<file path="src/rtl/cpu_pkg.sv">
// Shared types and defaults for the 9-bit CPU control path.
// Sequencer state encoding, PC-select encoding and the HALT opcode live here.
package cpu_pkg;

    localparam int PC_WIDTH    = 10;
    localparam int INSTR_WIDTH = 9;
    localparam int MEM_TIMEOUT = 15;

    localparam logic [2:0] OP_HALT = 3'b111;

    typedef enum logic [2:0] {
        S_IDLE,
        S_FETCH,
        S_LOAD,
        S_EXEC,
        S_MEM,
        S_WB,
        S_HALTED
    } seq_state_t;

    typedef enum logic [1:0] {
        PC_HOLD,
        PC_ZERO,
        PC_INC,
        PC_BRANCH
    } pc_sel_t;

endpackage

</file>
<file path="src/rtl/cpu_sequencer_pc_unit.sv">
// Program counter register with its next-PC mux.
// The sequencer picks hold / zero / +1 / branch target each cycle.
module pc_unit
    import cpu_pkg::*;
#(
    parameter int pc_width = PC_WIDTH
) (
    input  logic                clk,
    input  logic                reset,
    input  pc_sel_t             sel_i,
    input  logic [pc_width-1:0] target_i,
    output logic [pc_width-1:0] pc_o
);

    logic [pc_width-1:0] pc_q;
    logic [pc_width-1:0] pc_d;

    // +1 is truncated to pc_width, so the top address wraps to 0.
    always_comb begin
        pc_d = pc_q;
        unique case (sel_i)
            PC_ZERO:   pc_d = '0;
            PC_INC:    pc_d = pc_q + 1'b1;
            PC_BRANCH: pc_d = target_i;
            default:   pc_d = pc_q;
        endcase
    end

    always_ff @(posedge clk) begin
        if (reset) pc_q <= '0;
        else       pc_q <= pc_d;
    end

    assign pc_o = pc_q;

endmodule

</file>
<file path="src/rtl/cpu_sequencer.sv">
// Multi-cycle fetch/exec/mem/writeback sequencer for the 9-bit CPU.
// Optional PERF_COUNT_EN adds cycle_count / instr_count performance counters.
module cpu_sequencer
    import cpu_pkg::*;
#(
    parameter int pc_width    = PC_WIDTH,
    parameter int instr_width = INSTR_WIDTH,
    parameter int mem_timeout = MEM_TIMEOUT
) (
    input  logic                   clk,
    input  logic                   reset,
    input  logic                   start,
    input  logic [instr_width-1:0] instr_rdata,
    input  logic                   dec_reg_write,
    input  logic                   dec_mem_read,
    input  logic                   dec_mem_write,
    input  logic                   dec_branch,
    input  logic                   dec_halt,
    input  logic                   branch_cond,
    input  logic [pc_width-1:0]    branch_target,
    input  logic                   mem_ack,
    output logic [pc_width-1:0]    instr_addr,
    output logic [instr_width-1:0] ir,
    output logic                   rf_we,
    output logic                   mem_req,
    output logic                   mem_we,
    output logic                   busy,
    output logic                   done,
`ifdef PERF_COUNT_EN
    output logic                   fault,
    output logic [31:0]            cycle_count,
    output logic [31:0]            instr_count
`else
    output logic                   fault
`endif
);

    localparam int                CNT_W    = $clog2(mem_timeout + 1);
    localparam logic [CNT_W-1:0]  CNT_LAST = CNT_W'(mem_timeout - 1);

    seq_state_t             state_q;
    logic [instr_width-1:0] ir_q;
    logic                   fault_q;
    logic [CNT_W-1:0]       wait_q;

    logic    idle_like;
    logic    start_ok;
    pc_sel_t pc_sel;

    assign idle_like = (state_q == S_IDLE) || (state_q == S_HALTED);
    assign start_ok  = start && idle_like;

    always_comb begin
        pc_sel = PC_HOLD;
        if (start_ok)
            pc_sel = PC_ZERO;
        else if (state_q == S_WB)
            pc_sel = (dec_branch && branch_cond) ? PC_BRANCH : PC_INC;
    end

    pc_unit #(
        .pc_width (pc_width)
    ) u_pc (
        .clk      (clk),
        .reset    (reset),
        .sel_i    (pc_sel),
        .target_i (branch_target),
        .pc_o     (instr_addr)
    );

    always_ff @(posedge clk) begin
        if (reset) begin
            state_q <= S_IDLE;
            ir_q    <= '0;
            fault_q <= 1'b0;
            wait_q  <= '0;
        end else begin
            unique case (state_q)
                S_IDLE, S_HALTED: begin
                    if (start) begin
                        state_q <= S_FETCH;
                        fault_q <= 1'b0;
                    end
                end
                S_FETCH: state_q <= S_LOAD;
                S_LOAD: begin
                    ir_q    <= instr_rdata;
                    state_q <= S_EXEC;
                end
                S_EXEC: begin
                    wait_q <= '0;
                    if (dec_halt)
                        state_q <= S_HALTED;
                    else if (dec_mem_read || dec_mem_write)
                        state_q <= S_MEM;
                    else
                        state_q <= S_WB;
                end
                // An ack on the final allowed cycle still completes normally.
                S_MEM: begin
                    if (mem_ack) begin
                        state_q <= S_WB;
                    end else if (wait_q == CNT_LAST) begin
                        fault_q <= 1'b1;
                        state_q <= S_HALTED;
                    end else begin
                        wait_q <= wait_q + 1'b1;
                    end
                end
                S_WB:    state_q <= S_FETCH;
                default: state_q <= S_IDLE;
            endcase
        end
    end

    assign ir      = ir_q;
    assign rf_we   = (state_q == S_WB) && dec_reg_write && !dec_mem_write;
    assign mem_req = (state_q == S_MEM);
    assign mem_we  = (state_q == S_MEM) && dec_mem_write;
    assign busy    = !idle_like;
    assign done    = (state_q == S_HALTED);
    assign fault   = fault_q;

`ifdef PERF_COUNT_EN
    logic [31:0] cycle_q;
    logic [31:0] instr_q;

    always_ff @(posedge clk) begin
        if (reset || start_ok) begin
            cycle_q <= '0;
            instr_q <= '0;
        end else begin
            if (busy)             cycle_q <= cycle_q + 32'd1;
            if (state_q == S_WB)  instr_q <= instr_q + 32'd1;
        end
    end

    assign cycle_count = cycle_q;
    assign instr_count = instr_q;
`endif

endmodule

</file>
<file path="config.mk">
export PLATFORM = sky130hd
export DESIGN_NAME = cpu_sequencer
export DESIGN_NICKNAME = d
export VERILOG_FILES = /design/src/rtl/cpu_pkg.sv /design/src/rtl/cpu_sequencer_pc_unit.sv /design/src/rtl/cpu_sequencer.sv
export SDC_FILE = /design/constraint.sdc
export NUM_CORES = 1
export LEC_CHECK = 0
export BUFFER_PORTS_ARGS = -buffer_cell sky130_fd_sc_hd__clkbuf_2
export CAP_MARGIN = 20
export CORE_AREA = 5 5 78 80
export CTS_CLUSTER_SIZE = 10
export DETAILED_ROUTE_END_ITERATION = 8
export DIE_AREA = 0 0 83 85
export GPL_ROUTABILITY_DRIVEN = 0
export PLACE_DENSITY_LB_ADDON = 0.05
export SLEW_MARGIN = 20
export SYNTH_ARGS = -nofsm -noshare
export SYNTH_HDL_FRONTEND = slang
export SYNTH_SLANG_ARGS = --single-unit
</file>
<file path="constraint.sdc">
create_clock -name clk -period 1.9 [get_ports clk]
set_input_delay 0.38 -clock clk [delete_from_list [all_inputs] [get_ports clk]]
set_output_delay 0.38 -clock clk [all_outputs]
set_load 0.005 [all_outputs]
</file>
==> impl_results.md <==
* Outcome: complete, no violations
* Die height at 85 um
* Commonest non-fill, non-tap cell in the layout: clkbuf_2
* Area of the multi-input gates at 840.8 um2
* DRT Wirelength at 4084 um
* Leakage dissipation at 0.0007314 uW
* Area of the die at 0.007055 mm2
* Yosys reg bits at 27
* First-pass GRT wire length at 6624 um
* Post-route ant nets at 0
* Sequential Area at 543.0 um2
* Worst-skew pair later-pin latency at 270 ps
* Cell Count, Final, Fillers Out at 297
* Pwr dens at 618.6 mW/mm2
* CP endpoint: mem_we
* Worst-case reg-to-reg path depth at 5
* Dominant synthesized flop cell: dfxtp_1
* Area leader, netlist: dfxtp_1
* Max-cap violations at 0
* DR iter-0 viols at 58
* CP endpoint kind: primary output
* Final setup violating endpoints at 0
* Fillers at 592
* RSZ-0062 raised after global routing: false
* Setup total negative slack at 0 ps
* R2R Path Start: state_q[1]
* Core Box Area at 0.005338 mm2
* Final hold violations at 0
* Routing usage on met1 at 12.22%
* Sw power at 318.9 uW
* IO Port Bufs at 53
* CTS Buf Count at 3
* Peak Freq at 0.5781 GHz
* Cell row count at 27
* # hold bufs at CTS at 0
* Sequential power share at 52.9%
* Post-synth ARST share at 0%
* Clock Pin Slew Worst Setup and Hold Paths at 100 ps
* GR Util met2 at 20.55%
* I/O pin count at 54
* Drt via density at 4.768
* Worst EP arrival at 1350 ps
* Min Tclk post-route at 1730 ps
* Sw Ratio at 27.89%
* Required @ worst endpoint at 1520 ps
* CTS tree: yes
* Critical path class: reg2out
* Share of the synthesized area in the top cell type at 37.80%
* Share of layout cells above drive strength 1 at 32.44%
* Relative slew slack at 62.81%
* Vias in the first global route at 1473
* Int Pwr at 824.3 uW
* First drt pass iteration count at 4
* Nets at 258
* CP Max Fanout at 9
* Layer with the highest usage: met2
* Yosys warns at 0
* Post-DR wirelength/cell at 13.75 um
* Syn_nets at 202
* Flop2flop setup slack at 240 ps
* Root buffer cell: clkbuf_8
* DP Cell Count at 291
* Die width at 83 um
* Total clock sinks at 27
* Post-Syn Instances at 170
* Post-synth cell types at 40
* All-Layer GR Usage at 11.22%
* Most frequent cells in the layout: 53 x clkbuf_2, 25 x dfxtp_1, 17 x nand2_1
* Period utilization at 91.04%
* CTS Buffer Depth at 2
* Critical Path Start Type: flip-flop
* Comb pwr share at 17.5%
* Worst min path class: in2reg
* Mapped cell area at 0.001430 mm2
* Pin count of the biggest net entering global routing at 17
* Via count at 1416
* H-tree levels at 1
* Final Max Slew Viols at 0
* Crit path from: state_q[2]
* HPWL after DPL at 3195 um
* Starting Density at 26.79%
* Clock power frac at 29.6%
* Top post-synthesis cells by area: dfxtp_1 38%, a21oi_1 5.2%, xor2_1 4.9%
* Post-route clock skew at 5.778 ps
* Total power at 1143 uW
* Slew @ Worst Pin at 555.7 ps
* N_diodes at 0
* Peak VDD IR at 0.3635 mV
* DRC viols at 0
* Syn_area_per_cell at 8.412 um2
* Sequential cell area fraction in the yosys report at 37.80%
* Grt met3 use at 4.563%
* Initial antenna violation count at 0
* Total gr overflow at 0
* R2R Path End: wait_q[1]
* Area Growth Syn to Fin at 29.22%
* Number of synthesized flops with an enable pin at 0
## stage by stage
step / utilization (%) / area, um2 / worst slack [ps] / hold WS [ps]
floorplan: - / 1430 / 420.0 / 469.5
global placement: 33.38 / 1782 / 247.4 / 465.5
detailed placement: 33.38 / 1782 / 183.4 / 468.3
CTS: 34.32 / 1832 / 7.729 / 300.7
global route: 34.62 / 1848 / 38.14 / 295.0
finish: 34.62 / 1848 / 170.2 / 309.2
## cells by family (layout without fill, tap and decap cells)
family	Yosys count	after routing	synth area share, %
compound gates	43	43	20.38
xor+xnor	12	12	7.349
fa+ha+maj	3	3	2.625
buf+inv	11	66	3.412
flops	27	27	37.80
simple gates	74	74	28.44
## synth_stat cells (2+ instances only)
master	number
nand2b_1	4
a21oi_1	15
nor2_1	14
inv_1	2
xor2_1	8
nand3_1	12
and3b_1	2
o2bb2ai_1	4
clkbuf_1	7
nand2_1	17
ha_1	3
and3_1	3
a2bb2oi_1	4
o21ai_0	10
nor3b_1	2
nand4_1	5
a311oi_1	2
nor3_1	4
dfxtp_1	27
xnor2_1	4
buf_4	2
## layout make-up
type | count | share of cell area (%)
clock buffers | 3 | 2.234
clock inverters | 1 | 0.4062
inverters | 2 | 0.4062
multi-input cells | 132 | 45.50
flip-flops and latches | 27 | 29.38
well taps | 72 | 4.875
repair buffers | 60 | 17.20
## worst min-delay path by stage
stage / start / end / slack, ps / depth (start not counted)
6_report: branch_target[3] / u_pc.pc_o[3] / 310 / 2
5_1_grt: instr_rdata[0] / ir[0] / 300 / 3
4_1_cts: instr_rdata[8] / ir[8] / 300 / 3
3_5_place_dp: ir[6] / ir[6] / 470 / 2
3_3_place_gp: ir[2] / ir[2] / 470 / 2
2_1_floorplan: wait_q[0] / wait_q[0] / 470 / 2
## sequential cells by signal (all words and copies together) (netlist names)
signal and flops:
u_pc.pc_o 10, ir 9, state_q 3, fault 1
wait_q 4
## power groups by stage
stage	combinational, uW	clock, uW	sequential, uW
finish	200	338	605
global route	223	376	610
CTS	204	358	606
detailed placement	202	0	618
global placement	203	0	617
floorplan	118	0	613
## layer usage
layer,up-vias,part of all wire (%)
met5,-,0
met4,0,0.98
met3,4,6.1
met2,31,51
met1,656,42
li1,725,-
## critical path: stages, from the launching register on
cell and delay (ps):
dfxtp_2 400, buf_4 170, nor3b_1 240, and2_1 160
clkbuf_2 100
## what timing repair did
| action | in CTS | in global routing |
|---|---|---|
| setup buffers | 0 | 2 |
| hold endpoints to repair | 0 | 0 |
| pin swaps | 0 | 1 |
| endpoints found under the setup margin | 1 | 2 |
| resized for setup | 1 | 1 |
No activity file was read; power rests on OpenSTA's default activity.
